File: src/rtl/deck_pkg.sv
// Shared constants, FSM state encoding and the rejection-sampling mask helper
// for the deck shuffler and its consumers.
package deck_pkg;

    localparam int                DECK_SIZE = 52;
    localparam int                CARD_W    = 6;
    localparam int                LFSR_W    = 16;
    localparam logic [LFSR_W-1:0] LFSR_TAPS = 16'hB400;

    typedef enum logic [2:0] {
        IDLE,
        INIT,
        SHUFFLE,
        STREAM,
        DONE
    } state_t;

    // Smallest all-ones mask covering i, i.e. 2^ceil(log2(i+1)) - 1.
    // Smearing the top set bit downwards gives it without a log2 unit.
    function automatic logic [CARD_W-1:0] mask_for(input logic [CARD_W-1:0] i);
        logic [CARD_W-1:0] m;
        m = i;
        m = m | (m >> 1);
        m = m | (m >> 2);
        m = m | (m >> 4);
        return m;
    endfunction

endpackage

File: src/rtl/lfsr_prng.sv
// Free-running Galois LFSR. Advances every cycle out of reset; a zero seed
// would lock the register, so it is replaced by 1.
module lfsr_prng #(
    parameter int           W    = 16,
    parameter logic [W-1:0] TAPS = W'(16'hB400),
    parameter logic [W-1:0] SEED = W'(16'hACE1)
) (
    input  logic         clk,
    input  logic         rst,
    output logic [W-1:0] value
);

    localparam logic [W-1:0] SEED_NZ = (SEED == '0) ? W'(1) : SEED;

    // Right-shifting Galois step: feed the dropped LSB back through the taps.
    always_ff @(posedge clk or negedge rst) begin
        if (!rst) begin
            value <= SEED_NZ;
        end else if (value[0]) begin
            value <= (value >> 1) ^ TAPS;
        end else begin
            value <= value >> 1;
        end
    end

endmodule

File: src/rtl/deck_shuffler.sv
// Builds a 52-card deck, Fisher-Yates shuffles it with a free-running LFSR
// (rejection sampling against a power-of-two mask), then streams the cards
// over a valid/ready interface.
module deck_shuffler
    import deck_pkg::*;
#(
    parameter logic [LFSR_W-1:0] SEED = 16'hACE1
) (
    input  logic              clk,
    input  logic              rst,
    input  logic              shuffle_en,
    input  logic              card_ready,
    output logic [CARD_W-1:0] card,
    output logic              card_valid,
    output logic              load_flag,
    output logic              busy,
    output logic              done,
    output logic [CARD_W-1:0] cards_left
);

    localparam logic [CARD_W-1:0] LAST = CARD_W'(DECK_SIZE - 1);

    state_t                           state;
    logic [LFSR_W-1:0]                lfsr;
    logic [DECK_SIZE-1:0][CARD_W-1:0] deck;
    logic [CARD_W-1:0]                idx;
    logic [CARD_W-1:0]                ptr;
    logic [CARD_W-1:0]                r;
    logic                             accept;
    logic                             xfer;
    logic                             abort;
    logic                             unused_lfsr;

    lfsr_prng #(
        .W    (LFSR_W),
        .TAPS (LFSR_TAPS),
        .SEED (SEED)
    ) u_lfsr (
        .clk   (clk),
        .rst   (rst),
        .value (lfsr)
    );

    // Only the low bits feed the draw; the rest just keep the period long.
    assign unused_lfsr = ^lfsr[LFSR_W-1:CARD_W];

    assign r      = lfsr[CARD_W-1:0] & mask_for(idx);
    assign accept = (state == SHUFFLE) && (r <= idx);
    assign xfer   = card_valid && card_ready;
    assign abort  = !shuffle_en && (state == INIT || state == SHUFFLE || state == STREAM);

    // Deck storage needs no reset: INIT rewrites every entry before use.
    // Identity load in INIT, one swap per accepted draw (r == idx is a no-op).
    always_ff @(posedge clk) begin
        if (state == INIT) begin
            for (int k = 0; k < DECK_SIZE; k++) begin
                deck[k] <= CARD_W'(k);
            end
        end else if (accept) begin
            deck[idx] <= deck[r];
            deck[r]   <= deck[idx];
        end
    end

    // Control FSM with registered outputs; abort beats every other transition.
    always_ff @(posedge clk or negedge rst) begin
        if (!rst) begin
            state      <= IDLE;
            idx        <= '0;
            ptr        <= '0;
            card       <= '0;
            card_valid <= 1'b0;
            load_flag  <= 1'b0;
            busy       <= 1'b0;
            done       <= 1'b0;
            cards_left <= '0;
        end else if (abort) begin
            // A card handed over on this same edge is simply gone with the deck.
            state      <= IDLE;
            card_valid <= 1'b0;
            load_flag  <= 1'b0;
            busy       <= 1'b0;
            cards_left <= '0;
        end else begin
            case (state)
                IDLE: begin
                    if (shuffle_en) begin
                        state <= INIT;
                        busy  <= 1'b1;
                    end
                end
                INIT: begin
                    state      <= SHUFFLE;
                    idx        <= LAST;
                    cards_left <= CARD_W'(DECK_SIZE);
                end
                SHUFFLE: begin
                    if (accept) begin
                        idx <= idx - 1'b1;
                        if (idx == CARD_W'(1)) begin
                            state      <= STREAM;
                            ptr        <= '0;
                            busy       <= 1'b0;
                            card_valid <= 1'b1;
                            load_flag  <= 1'b1;
                            // Final swap lands on this edge: pick post-swap deck[0].
                            card       <= (r == '0) ? deck[1] : deck[0];
                        end
                    end
                end
                STREAM: begin
                    if (xfer) begin
                        cards_left <= cards_left - 1'b1;
                        if (ptr == LAST) begin
                            state      <= DONE;
                            card_valid <= 1'b0;
                            load_flag  <= 1'b0;
                            done       <= 1'b1;
                        end else begin
                            ptr  <= ptr + 1'b1;
                            card <= deck[ptr + 1'b1];
                        end
                    end
                end
                DONE: begin
                    if (!shuffle_en) begin
                        state <= IDLE;
                        done  <= 1'b0;
                    end
                end
                default: state <= IDLE;
            endcase
        end
    end

endmodule

File: config.mk
export PLATFORM = sky130hd
export DESIGN_NAME = deck_shuffler
export DESIGN_NICKNAME = d
export VERILOG_FILES = /design/src/rtl/deck_pkg.sv /design/src/rtl/lfsr_prng.sv /design/src/rtl/deck_shuffler.sv
export SDC_FILE = /design/constraint.sdc
export NUM_CORES = 1
export LEC_CHECK = 0
export ABC_AREA = 1
export CORE_ASPECT_RATIO = 0.7
export CORE_MARGIN = 5
export CORE_UTILIZATION = 30
export DETAILED_ROUTE_END_ITERATION = 8
export PLACE_DENSITY_LB_ADDON = 0.15
export SETUP_SLACK_MARGIN = 0.02
export SYNTH_ARGS = -nofsm -noshare
export SYNTH_HDL_FRONTEND = slang
export SYNTH_SLANG_ARGS = --single-unit
File: constraint.sdc
create_clock -name clk -period 3.76 [get_ports clk]
set_clock_uncertainty 0.2 [all_clocks]
set_input_delay 1.128 -clock clk [delete_from_list [all_inputs] [get_ports clk]]
set_output_delay 1.128 -clock clk [all_outputs]
set_load 0.01 [all_outputs]
### After elaboration in Yosys (flattened, before gate mapping)

Index checks and enable logic that the tools add are counted.

| operators by class | value |
|---|---|
| $add $sub $neg | 3 |
| magnitude comparators | 6 |
| equal/unequal tests | 18 |
| muxes and demuxes | 52 |
| bitwise gates (word level) | 6 |
| reductions and logical operators | 23 |

Operators by type and width:

| kind | number |
|---|---|
| $bwmux 312 | 2 |
| $bmux 6 s6 | 3 |
| $mux 6 | 17 |
| $demux 6 s6 | 2 |
| $pmux 6 s2 | 4 |
| $lt 6x7->1 const B | 3 |
| $mux 3 | 7 |
| $mux 16 | 1 |
| $pmux 3 s5 | 1 |
| $ge 6x1->1 const B | 2 |
| $mux 1 | 12 |
| $ne 3x3->1 const B | 4 |
| $reduce_and 6->1 | 2 |
| $sub 6x1->6 const B | 2 |
| $reduce_and 5->1 | 2 |
| $reduce_bool 3->1 | 3 |
| $ne 2x2->1 const B | 4 |
| $add 6x1->6 const B | 1 |
| $and 6x6->6 | 1 |
| $eq 3x2->1 const B | 2 |
| $eq 6x1->1 const B | 1 |
| $eq 6x6->1 const B | 1 |
| $le 6x6->1 | 1 |
| $logic_not 6->1 | 1 |
| 18 further kinds | 29 |

| word-level totals | value |
|---|---|
| bits in registers | 358 |
| output and inout bits | 16 |

### Longest topological paths before layout

| depth | value |
|---|---|
| word-level depth | 9 |
| mapped depth | 23 |
| depth with buffers taken out | 19 |

### Cells and area by module

A second synthesis with hierarchy kept.

| unflattened totals | value |
|---|---|
| cell total of the unflattened synthesis | 4402 |
| area total of the unflattened synthesis | 25628.3 µm² |

Modules (own cells, without submodules):

| module | instances | cells each | area an instance (µm²) | seq. area each (µm²) |
|---|---|---|---|---|
| deck_shuffler | 1 | 4373 | 25169.1 | 6996.7 |
| lfsr_prng | 1 | 29 | 459.2 | 410.4 |

### Worst setup path after synthesis

Ideal clock, no wire load.

| timing | value |
|---|---|
| kind | reg-to-reg |
| start | reg idx[0] |
| end | reg deck[238] (netlist name) |
| library setup time | 0.120 ns |
| arrival time | 3.039 ns |
| path slack | 0.401 ns |
| stages on the path, launching flop included | 19 |
| clock period less this slack | 3.359 ns |
| cell sequence | dfrtp_1 clkinv_1 ha_1 nand3_4 nand2_2 buf_6 buf_4 buf_4 ha_1 nand2_1 o22a_1 nand2_1 nand2_1 clkinv_1 clkbuf_1 o21ai_1 inv_1 o21ai_0 a21oi_1 |

| between the ends | value |
|---|---|
| longest elaborated chain between the ends | 9 |
| elaborated cells between the ends (all ways) | 22 |
| classes of those cells | 5 x order compare; 10 x mux; 4 x bitwise; 3 x reduce/logical |

Ends and longest elaborated chain:

| item | RTL line | text |
|---|---|---|
| start, declared | deck_shuffler.sv:26 | `logic [CARD_W-1:0] idx;` |
| start signal, assigned | deck_shuffler.sv:99 | `idx <= idx - 1'b1;` |
| $or 6x5->6 | deck_pkg.sv:23 | `m = m \| (m >> 1);` |
| $or 6x4->6 | deck_pkg.sv:24 | `m = m \| (m >> 2);` |
| $or 6x2->6 | deck_pkg.sv:25 | `m = m \| (m >> 4);` |
| $and 6x6->6 | deck_shuffler.sv:47 | `assign r = lfsr[CARD_W-1:0] & mask_for(idx);` |
| $lt 6x7->1 (implied by the code) / $ge 6x1->1 (equally long branches) | deck_shuffler.sv:61 | `deck[r] <= deck[idx];` |
| $logic_and 1x1->1 (implied by the code) | deck_shuffler.sv:61 |  |
| $mux 6 (implied by the code) | deck_shuffler.sv:61 |  |
| $demux 6 s6 | deck_shuffler.sv:61 |  |
| $bwmux 312 | deck_shuffler.sv:61 |  |
| end signal, assigned by index | deck_shuffler.sv:57 | `deck[k] <= CARD_W'(k);` |
| end signal, assigned by index | deck_shuffler.sv:60 | `deck[idx] <= deck[r];` |
| end signal, assigned by index | deck_shuffler.sv:61 |  |
| end, declared | deck_shuffler.sv:25 | `logic [DECK_SIZE-1:0][CARD_W-1:0] deck;` |

Several ways; a longest one is shown, not always the timed one. The select of a mux whose other input is x is not followed.
A chain may end at the register's enable or synchronous reset.

### Worst setup path after layout

| timing | value |
|---|---|
| start | reg idx[2] |
| end | reg deck[12] (netlist name) |

Same word-level chain as after synthesis.

==> flow_summary.json <==
{
  "report.final.setup_viol": 0,
  "rsz0062_at_grt": "false",
  "wire_per_inst_um": 25.7,
  "grt.total_usage_pct": 29.5,
  "reg2reg_slack_ns": 0.15,
  "power_leakage_nw": 12.9,
  "cp.depth": 12,
  "status": "finished, final reports clean",
  "gr-total-overflow": 0,
  "crit_required_ns": 4.09,
  "cts_root_buf": "clkbuf_16",
  "cts_resized": 0,
  "cpPeakStageDelay_ns": 0.44,
  "die_h_um": 256,
  "cpMaxStageDelayCell": "a21oi_1",
  "start_kind": "flip-flop",
  "slew_violations": 0,
  "ant_nets": 0,
  "vias_per_cell": 5.77,
  "grt_pass1_vias": 28200,
  "hold_class": "flip-flop to flip-flop",
  "insertion_delay_ns": 0.61,
  "tns_ns": 0,
  "finalCritPeriodShare_pct": 96.1,
  "clockBufferDepth": 3,
  "yosys.area.top_type": "dfxtp_1",
  "whs_ns": 0.152,
  "cts.reportedPaths.clkPinSlew_ns": 0.07,
  "cpMostUsedCell": "a21oi_1",
  "nets": 4403,
  "yosysUniqueCellTypes": 43,
  "slew_headroom_pct": 40.1,
  "worstReg2RegStart": "idx[2]",
  "grt_pass1_wl_um": 205000,
  "fp.dieArea_um2": 92200,
  "path_class": "flip-flop to flip-flop",
  "arrival_ns": 3.95,
  "cts-buffers-inserted": 42,
  "syn_avg_cell_area_um2": 5.84,
  "crit_path_end": "deck[12]",
  "antenna_found_initial": 2,
  "cts_tree": "built",
  "clock_sinks": 358,
  "synth_area_leaders": "dfxtp_1, nand2_1, a21oi_1",
  "ys_seq_area_share_pct": 28.7,
  "core-area_um2": 85800,
  "syn_inst": 4426,
  "place.gp.congestion": 0.979,
  "drt_wl_total_um": 143000,
  "dieWidth_um": 361,
  "setup.worst_path.start": "idx[2]",
  "ys_ff_latch": 358,
  "power.total_w": 0.0218,
  "portBuffers": 19,
  "crit_buf_inv": 5,
  "postCtsHoldBufs": 0,
  "r2r_cells": 12,
  "yosysWarnings": 0,
  "crit_fanout": 22,
  "drc": 0,
  "initial_core_util_pct": 30.1,
  "row_count": 90,
  "stdcell_count": 5571,
  "drive_gt1_share_pct": 8.01,
  "area_growth_pct": 14.0,
  "end_kind": "flip-flop",
  "reg2reg_to": "deck[12]",
  "syn-cell-area_um2": 25900,
  "path_cells": "buf_4 > inv_1 > nand3_2 > inv_1 > buf_12 > a22oi_1 > a21oi_1 > nor2_1 > nand2_2 > buf_4 > a21oi_1 > a21oi_1",
  "drv_cap": 0,
  "synth_nets": 4440,
  "dr.first_iter.drc_count": 4855,
  "worst_slew_pin_slew_ns": 0.899,
  "first_pass_iters": 7,
  "cp_top_family": "buffers and inverters",
  "htreeDepth": 2,
  "grt_max_degree": 142,
  "period_needed_ns": 3.61,
  "power.density_nw_per_um2": 740,
  "ir_drop_v": 0.00214,
  "hold_viol_final": 0,
  "cts_setup_buffers": 0,
  "dp_hpwl_um": 94800,
  "boundaryPins": 20,
  "dp.cells": 5495,
  "fmax_mhz": 277,
  "dr_total_vias": 32100,
  "synth_top_area_share_pct": 24.2
}
sequential cells by signal, indices dropped and copies added (netlist names):
signal	cells
deck	312
idx	6
done	1
u_lfsr.value	16
state	3
busy	1
ptr	6
cards_left	6
load_flag	1
card	6
layout make-up:
type	count	area (um2)
fill	9530	56300
multi-input combinational	3423	15900
sequential	358	7410
timing repair buffer	201	2020
tap	1150	1440
inverter	363	1370
clock buffer	60	1260
clock inverter	15	111
antenna	1	2.50
Yosys cell counts:
master,number
dfxtp_1,312
o22ai_1,60
nor3_2,2
nor2_2,14
dfstp_2,8
nor4_1,2
ha_1,10
nand3_1,216
o22a_1,1
clkinv_1,5
o21ai_1,70
a31oi_1,6
inv_2,17
a22oi_1,42
o21ai_2,8
o211ai_1,38
a21oi_2,1
buf_4,39
inv_1,341
nor2_4,14
buf_6,5
dfrtp_1,38
nand2_2,10
clkbuf_1,172
nand3_4,1
nand3b_1,5
nand2_4,1
o31ai_1,5
buf_1,9
nor3_1,39
a21oi_1,657
o21ai_0,491
nand3_2,2
xnor2_1,1
xor2_1,6
o221ai_1,2
nand2_1,1421
buf_2,57
or2_2,1
o21a_1,1
o2bb2ai_1,1
nor2_1,229
nand4_1,66
metal layers:
layer	track usage, %	vias to the layer above	part of all wire [%]
li1	-	14700	-
met1	45.2	14900	45
met2	37.5	2211	37
met3	9.54	356	15
met4	10.4	2	4.1
met5	0	-	0.0091
metrics by stage:
stage | cell area, um2 | setup WS [ns] | utilization, %
floorplan | 25900 | 0.401 | -
detailed placement | 28100 | 0.187 | 32.7
global route | 29500 | 0.00230 | 34.3
global placement | 28100 | 0.189 | 32.7
finish | 29500 | 0.146 | 34.3
CTS | 29500 | 0.211 | 34.3
layout by cell type (no fill, tap or decap), drive strengths merged, types with 6 or more instances in the layout:
master	netlist	final
dfxtp	312	312
clkbuf	172	60
nor2	257	257
o22ai	60	60
a21oi	658	658
clkdlybuf4s50	0	18
nand4	66	66
o21ai	569	569
dfstp	8	8
a31oi	6	6
xor2	6	6
nand2	1432	1432
nand3	219	219
buf	110	183
ha	10	10
o211ai	38	38
a22oi	42	42
nor3	41	41
clkinv	5	17
dfrtp	38	38
inv	358	357
kinds of logic (layout without fill, tap and decap cells):
logic type / after synthesis / in the layout / share of synthesized area [%]
AND/OR/NAND/NOR: 2023 / 2023 / 32.2
AO/OA/AOI/OAI: 1383 / 1383 / 28.1
buffers and inverters: 645 / 639 / 10.4
flip-flops: 358 / 358 / 28.7
adder cells (fa/ha/maj): 10 / 10 / 0.484
XOR/XNOR: 7 / 7 / 0.237
other: 0 / 1 / 0
where the power goes:
| group | total [W] | internal (W) | leakage, nW | switching (W) |
|---|---|---|---|---|
| Clock | 0.00428 | 0.00240 | 0.678 | 0.00187 |
| Sequential | 0.00452 | 0.00413 | 3.10 | 0.000389 |
| Combinational | 0.0130 | 0.00310 | 9.15 | 0.00991 |
worst min-delay path by stage:
stage	startpoint	to	slack [ns]	depth (start not counted)
3_3_place_gp	u_lfsr.value[12]	u_lfsr.value[11]	0.14	0
4_1_cts	u_lfsr.value[12]	u_lfsr.value[11]	0.15	0
2_1_floorplan	u_lfsr.value[9]	u_lfsr.value[8]	0.13	0
3_5_place_dp	u_lfsr.value[8]	u_lfsr.value[7]	0.14	0
5_1_grt	u_lfsr.value[7]	u_lfsr.value[6]	0.17	0
6_report	u_lfsr.value[12]	u_lfsr.value[11]	0.15	0
Power figures use the tool's default switching activity.
